File: config.mk
export PLATFORM = sky130hd
export DESIGN_NAME = regfile_param
export DESIGN_NICKNAME = d
export VERILOG_FILES = /design/src/rtl/regfile_param.sv
export SDC_FILE = /design/constraint.sdc
export NUM_CORES = 2
export LEC_CHECK = 0
export BUFFER_PORTS_ARGS = -buffer_cell sky130_fd_sc_hd__buf_4
export CAP_MARGIN = 15
export CORE_MARGIN = 8
export CORE_UTILIZATION = 30
export DETAILED_ROUTE_END_ITERATION = 6
export PLACE_DENSITY = 0.54
export REMOVE_ABC_BUFFERS = 1
export SYNTH_ARGS = -nofsm -noshare
export SYNTH_HDL_FRONTEND = slang
export SYNTH_SLANG_ARGS = --single-unit
File: constraint.sdc
create_clock -name clk -period 4.7 [get_ports clk]
set_input_delay 0.94 -clock clk [delete_from_list [all_inputs] [get_ports clk]]
set_output_delay 0.94 -clock clk [all_outputs]
set_load 0.02 [all_outputs]
File: src/rtl/regfile_param.sv
// regfile_param: parametrised general register file for the decode stage.
//   DEPTH = 2**AW registers of DW bits, NREAD combinational read ports with
//   same-cycle write-to-read bypass, NTAP debug taps (stored values only), and
//   a soft-clear engine that zeroes one register per cycle.
//
// Ports:
//   clk      rising-edge clock
//   reset    synchronous, active-low reset (clears every register)
//   clr      soft-clear request, sampled only while not busy
//   busy     soft-clear sweep in progress
//   WE       write enable
//   RW_no    write index
//   Din      write data
//   wr_drop  registered flag: a write in the previous cycle was dropped (busy)
//   R_no     packed read indices, port i = R_no[i*AW +: AW]
//   R_val    packed read data, port i = R_val[i*DW +: DW]
//   tap_val  packed stored values of the TAP_IDX registers
module regfile_param #(
    parameter int unsigned            DW       = 32,
    parameter int unsigned            AW       = 5,
    parameter int unsigned            NREAD    = 2,
    parameter int unsigned            ZERO_REG = 1,
    parameter int unsigned            NTAP     = 4,
    parameter logic [NTAP*AW-1:0]     TAP_IDX  = {5'd31, 5'd18, 5'd19, 5'd16}
) (
    input  logic                  clk,
    input  logic                  reset,
    input  logic                  clr,
    output logic                  busy,
    input  logic                  WE,
    input  logic [AW-1:0]         RW_no,
    input  logic [DW-1:0]         Din,
    output logic                  wr_drop,
    input  logic [NREAD*AW-1:0]   R_no,
    output logic [NREAD*DW-1:0]   R_val,
    output logic [NTAP*DW-1:0]    tap_val
);

    localparam int unsigned   DEPTH = 2 ** AW;
    // First index swept; register 0 is skipped when it is hard-wired to zero.
    localparam logic [AW-1:0] START = (ZERO_REG != 0) ? AW'(1) : '0;

    typedef enum logic {
        IDLE,
        SWEEP
    } state_t;

    state_t        state, state_nx;
    logic [AW-1:0] ptr, ptr_nx;
    logic [DW-1:0] regs [DEPTH];
    logic          wr_ok;
    logic          byp_en;

    assign busy   = (state == SWEEP);
    // Writes to register 0 are suppressed when it is hard-wired to zero.
    assign wr_ok  = WE && !((ZERO_REG != 0) && (RW_no == '0));
    assign byp_en = WE && !busy;

    always_comb begin
        state_nx = state;
        ptr_nx   = ptr;
        case (state)
            IDLE: begin
                if (clr) begin
                    state_nx = SWEEP;
                    ptr_nx   = START;
                end
            end
            SWEEP: begin
                if (ptr == '1) begin
                    state_nx = IDLE;
                end else begin
                    ptr_nx = ptr + 1'b1;
                end
            end
            default: state_nx = IDLE;
        endcase
    end

    always_ff @(posedge clk) begin
        if (!reset) begin
            state   <= IDLE;
            ptr     <= '0;
            wr_drop <= 1'b0;
            for (int unsigned i = 0; i < DEPTH; i++) begin
                regs[i] <= '0;
            end
        end else begin
            state   <= state_nx;
            ptr     <= ptr_nx;
            wr_drop <= WE && busy;
            if (busy) begin
                regs[ptr] <= '0;
            end else if (wr_ok) begin
                // A write in the same cycle as clr still lands; the sweep
                // overwrites it later when ptr reaches that index.
                regs[RW_no] <= Din;
            end
        end
    end

    always_comb begin
        R_val = '0;
        for (int unsigned i = 0; i < NREAD; i++) begin
            if ((ZERO_REG != 0) && (R_no[i*AW +: AW] == '0)) begin
                R_val[i*DW +: DW] = '0;
            end else if (byp_en && (R_no[i*AW +: AW] == RW_no)) begin
                R_val[i*DW +: DW] = Din;
            end else begin
                R_val[i*DW +: DW] = regs[R_no[i*AW +: AW]];
            end
        end
    end

    always_comb begin
        tap_val = '0;
        for (int unsigned k = 0; k < NTAP; k++) begin
            tap_val[k*DW +: DW] = regs[TAP_IDX[k*AW +: AW]];
        end
    end

endmodule

==> summary.txt <==
Die
  • Rows: 154
  • Initial Util: 30.19%
  • I/O Pins: 245
  • Die Wd: 437.2 um
  • Die H: 437.2 um
  • Die Area: 191200 sq um
  • Core area: 176300 sq um

Clock network
  • Sinks on Clock Net: 1031
  • H-Tree Depth: 3
  • Post-CTS Resized: 0
  • Max Root-Sink Buffers: 3
  • Clock buffer count from CTS: 116
  • CTS tree: built
  • Post-CTS setup buffer count: 0
  • CTS root buf: clkbuf_16
  • Clock Latency Late Sink: 750 ps
  • Clock-pin slew on the worst setup and hold paths: 60 ps
  • # hold bufs at CTS: 0

Critical path
  • CP peak stage delay: 870 ps
  • Crit-path slowest cell: a2111oi_0
  • CP delay by family, top: compound AO/OA/AOI/OAI gates
  • Critical path endpoint category: output port
  • Required @ worst endpoint: 3760 ps
  • CP Buf/Inv Count: 3
  • Crit path max fanout: 21
  • WS Path Type: input port to output port
  • Critical path, cell by cell: clkbuf_8 > buf_12 > nand2b_1 > a2bb2oi_1 > nor2_1 > a2111oi_0 > a211oi_1 > a21oi_1 > buf_4
  • Critical path arrival: 3690 ps
  • Worst setup SP type: input port

Route
  • Iteration count of the initial detailed-routing pass: 7
  • DR vias/cell: 5.752
  • Final wirelength: 223.0 mm
  • # DRC: 1
  • DRT iter0 DRCs: 4669
  • Via count: 38870
  • WL/cell: 33.00 um
  • Post-route antenna net violation count: 0

Final layout
  • Commonest non-fill, non-tap cell in the layout: nor2_1
  • Layout area overhead: 20.04%
  • Footprint of the multi-input gates: 20880 sq um
  • Nets: 4369
  • Register area: 30890 sq um
  • FILL cells: 16950
  • Fraction of layout cells with a size suffix above 1: 27.83%
  • Most frequent cells in the layout: 1056 x nor2_1, 1024 x edfxtp_1, 525 x buf_4
  • Final core utilization: 36.24%

Synth
  • Cell area after synthesis: 53230 sq um
  • Top cell type's share of synthesized area: 57.77%
  • Fraction of registers with async set/reset: 0%
  • Post-synth EDFFs: 1024
  • Yosys reg bits: 1031
  • Syn Area/Cell: 13.38 sq um
  • Unique cell type count in the Yosys netlist: 61
  • Yosys top cell by area: edfxtp_1
  • Gate Count Post-Synth: 3979
  • Sequential share of the synthesized area: 58.03%
  • Yosys warnings: 0
  • Prevailing post-synth register cell: edfxtp_1
  • Synth top area cells: edfxtp_1 58%, mux4_2 16%, nor2_1 7.5%

Timing
  • Final worst-path cycle share: 98.41%
  • Max Slew Vio Count: 0
  • Layout Skew: 26.40 ps
  • Final Hold Viols: 0
  • Final setup vio count: 0
  • Minimum clock period: 4625 ps
  • Rel. slew slack: 31.92%
  • Fmax: 216.2 MHz
  • RSZ-0062 raised after global routing: no
  • Worst slew pin tran: 995.5 ps

Placement
  • Final HPWL DP: 151.1 mm
  • Gpl congestion: 0.9007
  • Port Buffers: 244

Power
  • P per Cell Area: 356.4 nW/um^2
  • Leakage: 0.02213 uW
  • Overall power: 22770 uW
  • Max IR drop VDD: 0.3324 mV

Global routing
  • Vias in the first global route: 38630
  • GRT Overall Usage: 22.44%
  • Largest net degree at the start of global routing: 40
  • Antenna violations before repair: 11
  • Global-route wire length before repair: 306.2 mm
  • Total congestion overflow: 0

Run
  • Number of max-cap violations: 0

Min path
  • Tightest Hold Check Type: input port to flop

Run status
  • Failing checks: design-rule violations
  • Status: finished, violations left
cells by family (layout without fill, tap and decap cells):
logic type,after synthesis,after routing,share of synthesized area [%]
AO/OA/AOI/OAI,465,465,6.269
XOR/XNOR,10,10,0.1646
adder cells (fa/ha/maj),2,2,0.04700
buffers and inverters,426,828,3.265
flip-flops,1031,1031,58.03
multiplexers,678,678,21.95
other,1,37,0.007045
AND/OR/NAND/NOR,1366,1366,10.26
per-layer routing:
layer / part of all wire [%] / up-vias / global-route usage, % / wire length (um)
met5: 0.011 / - / 0 / 25
met4: 6.4 / 4 / 12.21 / 14340
met3: 8.3 / 544 / 4.321 / 18500
met2: 49 / 2273 / 38.10 / 109200
met1: 36 / 20170 / 26.94 / 80870
li1: - / 15880 / - / -
where the power goes:
group / leakage [uW] / switching [uW] / total, uW / internal, uW
combinational: 0.00971 / 1860 / 3070 / 1210
sequential: 0.0106 / 203 / 10600 / 10400
clock: 0.00179 / 3890 / 9070 / 5180
cells in the mapped netlist (3+ instances only):
cell and count:
nor2_1 1060, edfxtp_1 1024, mux4_2 389, clkbuf_1 273, mux2i_1 264, nand2_1 154
a22oi_1 104, buf_2 90, o22ai_1 63, a21oi_1 60, nor3_1 52, o21ai_0 48
buf_1 45, a211oi_1 44, a221oi_1 44, a221o_1 26, mux2_2 25, nor2b_1 24
o211ai_1 22, a211o_1 13, nand2b_1 13, inv_1 11, nand3_1 10, nor4_1 10
and2_1 9, a2111oi_0 8, and3_1 8, nor3b_1 8, buf_4 7, dfxtp_1 7
xor2_1 7, o32ai_1 6, a41oi_1 5, nand4_1 4, o21bai_1 3, or3_1 3
xnor2_1 3
cell type report:
| type | instances | area share, % |
|---|---|---|
| multi-input cells | 2553 | 32.67 |
| flip-flops and latches | 1031 | 48.34 |
| well taps | 2340 | 4.582 |
| diodes | 5 | 0.01958 |
| clock buffers | 145 | 4.780 |
| inverters | 11 | 0.06462 |
| repair buffers | 603 | 8.551 |
| clock inverters | 69 | 0.9869 |
stage by stage:
| stage | worst slack (ps) | hold slack [ps] | TNS, ps | instance area (sq um) | cells |
|---|---|---|---|---|---|
| floorplan | -127.4 | 547.5 | -10630 | 51650 | 3595 |
| global placement | 65.40 | 632.0 | 0 | 60190 | 6538 |
| detailed placement | 32.98 | 631.4 | 0 | 60190 | 6538 |
| CTS | 49.68 | 416.2 | 0 | 63880 | 6752 |
| global route | 1.149 | 449.9 | 0 | 63890 | 6754 |
| finish | 74.81 | 451.3 | 0 | 63900 | 6757 |
sequential cells by signal (all words and copies together) (netlist names):
| signal | flops |
|---|---|
| wr_drop | 1 |
| busy | 1 |
| ptr | 5 |
| regs | 1024 |
worst paths after layout:
check | slack [ps] | cells past startpoint | endpoint | startpoint
hold reg to reg | 640 | 2 | ptr[0]$_SDFFE_PN0P_ | ptr[0]$_SDFFE_PN0P_
setup / recovery | 70 | 9 | R_val[30] | R_no[1]
hold / removal | 450 | 2 | wr_drop$_SDFF_PN0_ | WE
setup reg to reg | 910 | 10 | regs[17][15]$_SDFFCE_PN0P_ | busy$_SDFF_PN0_
Power figures use the tool's default switching activity.
